[config.mk]
export PLATFORM = sky130hd
export DESIGN_NAME = rsa256_uart_wrapper
export DESIGN_NICKNAME = d
export VERILOG_FILES = /design/src/rtl/rsa256_uart_wrapper.sv
export SDC_FILE = /design/constraint.sdc
export NUM_CORES = 2
export LEC_CHECK = 0
export CORE_AREA = 2 2 434 436
export CTS_BUF_LIST = sky130_fd_sc_hd__clkbuf_4 sky130_fd_sc_hd__clkbuf_8
export DETAILED_ROUTE_END_ITERATION = 16
export DIE_AREA = 0 0 436 438
export MAX_ROUTING_LAYER = met4
export PLACE_DENSITY = 0.49
export SYNTH_ARGS = -nofsm -noshare
export SYNTH_HDL_FRONTEND = slang
export SYNTH_SLANG_ARGS = --single-unit
export TNS_END_PERCENT = 100
[constraint.sdc]
create_clock -name i_clk -period 3.7 [get_ports i_clk]
set_input_delay 0.74 -clock i_clk [delete_from_list [all_inputs] [get_ports i_clk]]
set_output_delay 0.74 -clock i_clk [all_outputs]
set_load 0.1 [all_outputs]
[src/rtl/rsa256_uart_wrapper.sv]
// rsa256_uart_wrapper: Avalon-MM master that loads N, d and ciphertext from a
// UART, runs the RSA-256 core and streams the 31-byte plaintext back out.
module rsa256_uart_wrapper #(
    parameter int RX_BASE     = 0,
    parameter int TX_BASE     = 4,
    parameter int STATUS_BASE = 8,
    parameter int RX_OK_BIT   = 7,
    parameter int TX_OK_BIT   = 6
) (
    input  logic         i_clk,
    input  logic         i_rst,
    output logic [4:0]   avm_address,
    output logic         avm_read,
    input  logic [31:0]  avm_readdata,
    output logic         avm_write,
    output logic [31:0]  avm_writedata,
    input  logic         avm_waitrequest,
    output logic         o_rsa_start,
    output logic [255:0] o_rsa_a,
    output logic [255:0] o_rsa_d,
    output logic [255:0] o_rsa_n,
    input  logic [255:0] i_rsa_a_pow_d,
    input  logic         i_rsa_finished
);

    typedef enum logic [2:0] {
        S_QUERY_RX,
        S_READ,
        S_START,
        S_WAIT,
        S_QUERY_TX,
        S_WRITE
    } state_t;

    typedef enum logic [1:0] {
        PH_N,
        PH_D,
        PH_A
    } phase_t;

    localparam logic [4:0] ADDR_RX = 5'(RX_BASE);
    localparam logic [4:0] ADDR_TX = 5'(TX_BASE);
    localparam logic [4:0] ADDR_ST = 5'(STATUS_BASE);

    state_t       state;
    phase_t       phase;
    logic [255:0] n_r;
    logic [255:0] d_r;
    logic [255:0] a_r;
    logic [255:0] dec_r;
    logic [5:0]   bytes_cnt;
    logic         rd_done;
    logic         wr_done;
    logic [7:0]   rx_byte;
    logic         unused_rd;

    assign rd_done   = avm_read & ~avm_waitrequest;
    assign wr_done   = avm_write & ~avm_waitrequest;
    assign rx_byte   = avm_readdata[7:0];
    assign unused_rd = ^avm_readdata[31:8];

    assign o_rsa_n = n_r;
    assign o_rsa_d = d_r;
    assign o_rsa_a = a_r;

    always_ff @(posedge i_clk) begin
        if (i_rst) begin
            state         <= S_QUERY_RX;
            phase         <= PH_N;
            n_r           <= '0;
            d_r           <= '0;
            a_r           <= '0;
            dec_r         <= '0;
            bytes_cnt     <= '0;
            avm_address   <= ADDR_ST;
            avm_read      <= 1'b0;
            avm_write     <= 1'b0;
            avm_writedata <= '0;
            o_rsa_start   <= 1'b0;
        end else begin
            unique case (state)
                S_QUERY_RX: begin
                    // A failed poll leaves the request up, re-issuing it
                    if (!avm_read) begin
                        avm_read    <= 1'b1;
                        avm_address <= ADDR_ST;
                    end else if (rd_done && avm_readdata[RX_OK_BIT]) begin
                        avm_address <= ADDR_RX;
                        state       <= S_READ;
                    end
                end
                S_READ: begin
                    if (rd_done) begin
                        unique case (phase)
                            PH_N:    n_r <= {n_r[247:0], rx_byte};
                            PH_D:    d_r <= {d_r[247:0], rx_byte};
                            default: a_r <= {a_r[247:0], rx_byte};
                        endcase
                        avm_address <= ADDR_ST;
                        if (bytes_cnt == 6'd31) begin
                            bytes_cnt <= '0;
                            unique case (phase)
                                PH_N: begin
                                    phase <= PH_D;
                                    state <= S_QUERY_RX;
                                end
                                PH_D: begin
                                    phase <= PH_A;
                                    state <= S_QUERY_RX;
                                end
                                default: begin
                                    avm_read    <= 1'b0;
                                    o_rsa_start <= 1'b1;
                                    state       <= S_START;
                                end
                            endcase
                        end else begin
                            bytes_cnt <= bytes_cnt + 6'd1;
                            state     <= S_QUERY_RX;
                        end
                    end
                end
                S_START: begin
                    o_rsa_start <= 1'b0;
                    state       <= S_WAIT;
                end
                S_WAIT: begin
                    if (i_rsa_finished) begin
                        dec_r       <= i_rsa_a_pow_d;
                        avm_read    <= 1'b1;
                        avm_address <= ADDR_ST;
                        state       <= S_QUERY_TX;
                    end
                end
                S_QUERY_TX: begin
                    if (rd_done && avm_readdata[TX_OK_BIT]) begin
                        avm_read      <= 1'b0;
                        avm_write     <= 1'b1;
                        avm_address   <= ADDR_TX;
                        avm_writedata <= {24'b0, dec_r[247:240]};
                        state         <= S_WRITE;
                    end
                end
                S_WRITE: begin
                    if (wr_done) begin
                        avm_write   <= 1'b0;
                        avm_read    <= 1'b1;
                        avm_address <= ADDR_ST;
                        dec_r       <= dec_r << 8;
                        if (bytes_cnt == 6'd30) begin
                            bytes_cnt <= '0;
                            phase     <= PH_A;
                            state     <= S_QUERY_RX;
                        end else begin
                            bytes_cnt <= bytes_cnt + 6'd1;
                            state     <= S_QUERY_TX;
                        end
                    end
                end
                default: state <= S_QUERY_RX;
            endcase
        end
    end

endmodule

==> flow_metrics.tcl <==
set metrics [dict create \
    ant_nets 0 \
    dp_hpwl_microns 115000 \
    worstMarginPinSlew_ps 1090 \
    track_usage_pct 16.4 \
    die-width_microns 436 \
    synth_top_area_share_pct 53.7 \
    period_needed_ps 3390 \
    cts_made_buffers 189 \
    ff_latch_area_sq_um 20800 \
    synth_cells 4873 \
    synth-edff-count 0 \
    crit_path_max_incr_delay_ps 1210 \
    multi_input_area_sq_um 16000 \
    path_buf_inv 1 \
    max_freq_ghz 0.295 \
    crit_required_ps 2960 \
    routabilityCongestion 0.888 \
    seq_area_frac_synth_pct 53.7 \
    p_leak_nw 18.4 \
    cpLargestDelayFamily "buffers and inverters" \
    hold_buffers 0 \
    path_cells "clkdlybuf4s50_1" \
    layout-area-overhead-vs-synth_pct 42.3 \
    fin_worst_skew_ps 47.1 \
    vias_per_cell 4.31 \
    core-area_sq_um 187000 \
    ctsResizeCount 0 \
    hp-class "in -> reg" \
    first_pass_iters 5 \
    cts_tree "done" \
    grt_max_degree 165 \
    hold_viol_final 0 \
    wirelength_microns 160000 \
    crit_slowest_cell "clkdlybuf4s50_1" \
    ys_top_cells_by_area "dfxtp_1 (54%), nand2_1 (20%), a21oi_1 (10%), a311oi_1 (3.8%), a311oi_2 (2.8%)" \
    post_cts_buffers 0 \
    grt_pass1_wl_microns 231000 \
    maxSlewHeadroom_pct 27.3 \
    finalSetupViolCount 0 \
    grt_overflow 0 \
    ys_ff_latch 1040 \
    cts.clk_slew.worst_paths_ps 60 \
    initial_utilization_pct 20.8 \
    crit_path_end_kind "output pin" \
    dp_cells 8088 \
    htreeDepth 4 \
    ir_drop_mv 0.235 \
    fp-row-count 159 \
    fillerInstances 20300 \
    rsz0062_at_grt "false" \
    drv_cap 0 \
    p_per_area_nw_per_um2 437 \
    timing.critical_path.from_type "register" \
    synth.distinct_cells 52 \
    timing_worst_setup_path_type "reg -> out" \
    fin_cells 8448 \
    cp_max_fo 3 \
    vias 36400 \
    port-buffer-count 1040 \
    netlist_area_sq_um 38800 \
    cts.sinks 1040 \
    wire_per_inst_microns 18.9 \
    clockBufferDepth 3 \
    clk_latency_ps 950 \
    die_area_sq_um 191000 \
    status "finished, final reports clean" \
    ys_dominant_reg_cell "dfxtp_1" \
    grt_pass1_vias 34600 \
    ys_async_sr_fraction_pct 0 \
    synth_top_cell_by_area "dfxtp_1" \
    die_h_microns 438 \
    route.detailed.drc 0 \
    drt_iter0_markers 2284 \
    setup_tns_ps 0 \
    cts-root-buf "clkbuf_8" \
    layout.nets 6078 \
    grt_antenna_before_repair 36 \
    slew_violations 0 \
    finalCritPeriodShare_pct 91.7 \
    crit_arrival_ps 2650 \
    drive_gt1_share_pct 11.9 \
    ioPinCount 1100 \
    synth_area_per_cell_sq_um 7.95 \
    yosysWarnings 0 \
]
[report_power, final]
part           leakage, nW  switching [mW]  total (mW)  internal, mW
logic                 7.77           0.498       0.807         0.309
clock network         2.21            5.07        12.1          7.00
registers             8.37         0.00452        11.2          11.2
total                 18.4            5.57        24.1          18.5
[flip-flops by register name (all words and copies together) (netlist names)]
| register | count |
|---|---|
| o_rsa_a | 256 |
| o_rsa_d | 256 |
| o_rsa_n | 256 |
| dec_r | 248 |
| avm_writedata | 8 |
| bytes_cnt | 6 |
| state | 3 |
| avm_address | 2 |
| phase | 2 |
| avm_read | 1 |
| avm_write | 1 |
| o_rsa_start | 1 |
[cell type report]
| type | count | area share [%] |
|---|---|---|
| Inverter | 3 | 0.0204 |
| Clock inverter | 29 | 0.771 |
| Clock buffer | 302 | 6.79 |
| Multi-Input combinational cell | 3427 | 28.9 |
| Antenna cell | 29 | 0.132 |
| Tap cell | 2495 | 5.66 |
| Timing Repair Buffer | 1123 | 19.9 |
| Sequential cell | 1040 | 37.7 |
[per-stage QoR]
stage	power [mW]	instance area (sq um)	util [%]	hold WS [ps]	worst slack (ps)
4_1_cts	24.5	55100	29.5	218	153
3_5_place_dp	12.3	50900	27.3	447	690
3_3_place_gp	12.3	50900	27.3	444	722
2_1_floorplan	11.9	38800	-	454	1480
5_1_grt	25.0	55200	29.6	294	180
6_report	24.1	55200	29.6	376	306
[cells in the final DEF, fill, tap and decap left out, types with 4 or more instances in the layout]
cell type / synthesis / final
nand3b_1: 5 / 5
nand3_1: 7 / 4
bufinv_16: 0 / 9
clkinv_2: 0 / 11
nand2_1: 2020 / 2020
buf_4: 78 / 250
mux2i_1: 17 / 17
and2_1: 7 / 7
conb_1: 1 / 27
a21oi_1: 775 / 774
clkdlybuf4s50_1: 0 / 834
o21ai_0: 7 / 7
buf_12: 0 / 38
clkbuf_8: 0 / 236
a311oi_1: 168 / 168
clkbuf_4: 0 / 66
diode_2: 0 / 29
a311oi_2: 72 / 72
dfxtp_1: 1040 / 1040
nor2_1: 264 / 264
[worst paths after layout]
check                            start                         to  slack, ps  cells past startpoint
min                 i_rsa_a_pow_d[145]    dec_r[145]$_SDFFE_PP0P_        380                      3
min reg2reg   o_rsa_a[37]$_SDFFE_PP0P_   o_rsa_a[45]$_SDFFE_PP0P_        440                      2
max reg2reg      state[2]$_SDFFE_PP0P_  o_rsa_a[192]$_SDFFE_PP0P_       1370                      5
max          o_rsa_a[187]$_SDFFE_PP0P_               o_rsa_a[187]        310                      1
[per-layer routing]
metal	up-vias	wire, microns	global-route usage (%)
li1	17900	-	-
met5	-	0	-
met2	992	77100	26.7
met1	17200	65900	18.7
met4	0	7950	8.34
met3	305	8820	3.94
[cells by family (layout without fill, tap and decap cells)]
group | Yosys count | count (layout) | synth area share, %
AO/OA/AOI/OAI | 1043 | 1043 | 17.1
multiplexers | 18 | 18 | 0.468
adder cells (fa/ha/maj) | 2 | 2 | 0.0646
other | 1 | 56 | 0.00968
AND/OR/NAND/NOR | 2333 | 2333 | 23.0
flip-flops | 1040 | 1040 | 53.7
buffers and inverters | 432 | 1457 | 5.53
XOR/XNOR | 4 | 4 | 0.0904
[tightest hold or removal path, delay by kind of cell]
family | cells | cell delay, ps
AOI/OAI and AO/OA | 1 | 80
buffers and inverters | 1 | 390
and+or+nand+nor | 1 | 50
[cells in the mapped netlist, types with 2 or more instances]
cell type,instances
and4b_1,2
nand3_1,7
xnor2_1,2
a311oi_2,72
nand3b_1,5
buf_4,78
and3_1,6
o21ai_0,7
a21oi_1,775
buf_1,20
inv_1,3
buf_2,116
clkbuf_1,204
nor2_1,264
and3b_1,2
nand4_1,3
ha_1,2
nand2b_1,3
and2_1,7
nand2_1,2020
dfxtp_1,1040
a211oi_1,3
xor2_1,2
a31oi_1,3
a311oi_1,168
buf_6,11
a32oi_1,2
mux2i_1,17
nor2b_1,3
and2_0,3
o211ai_1,2
Power figures use the tool's default switching activity.
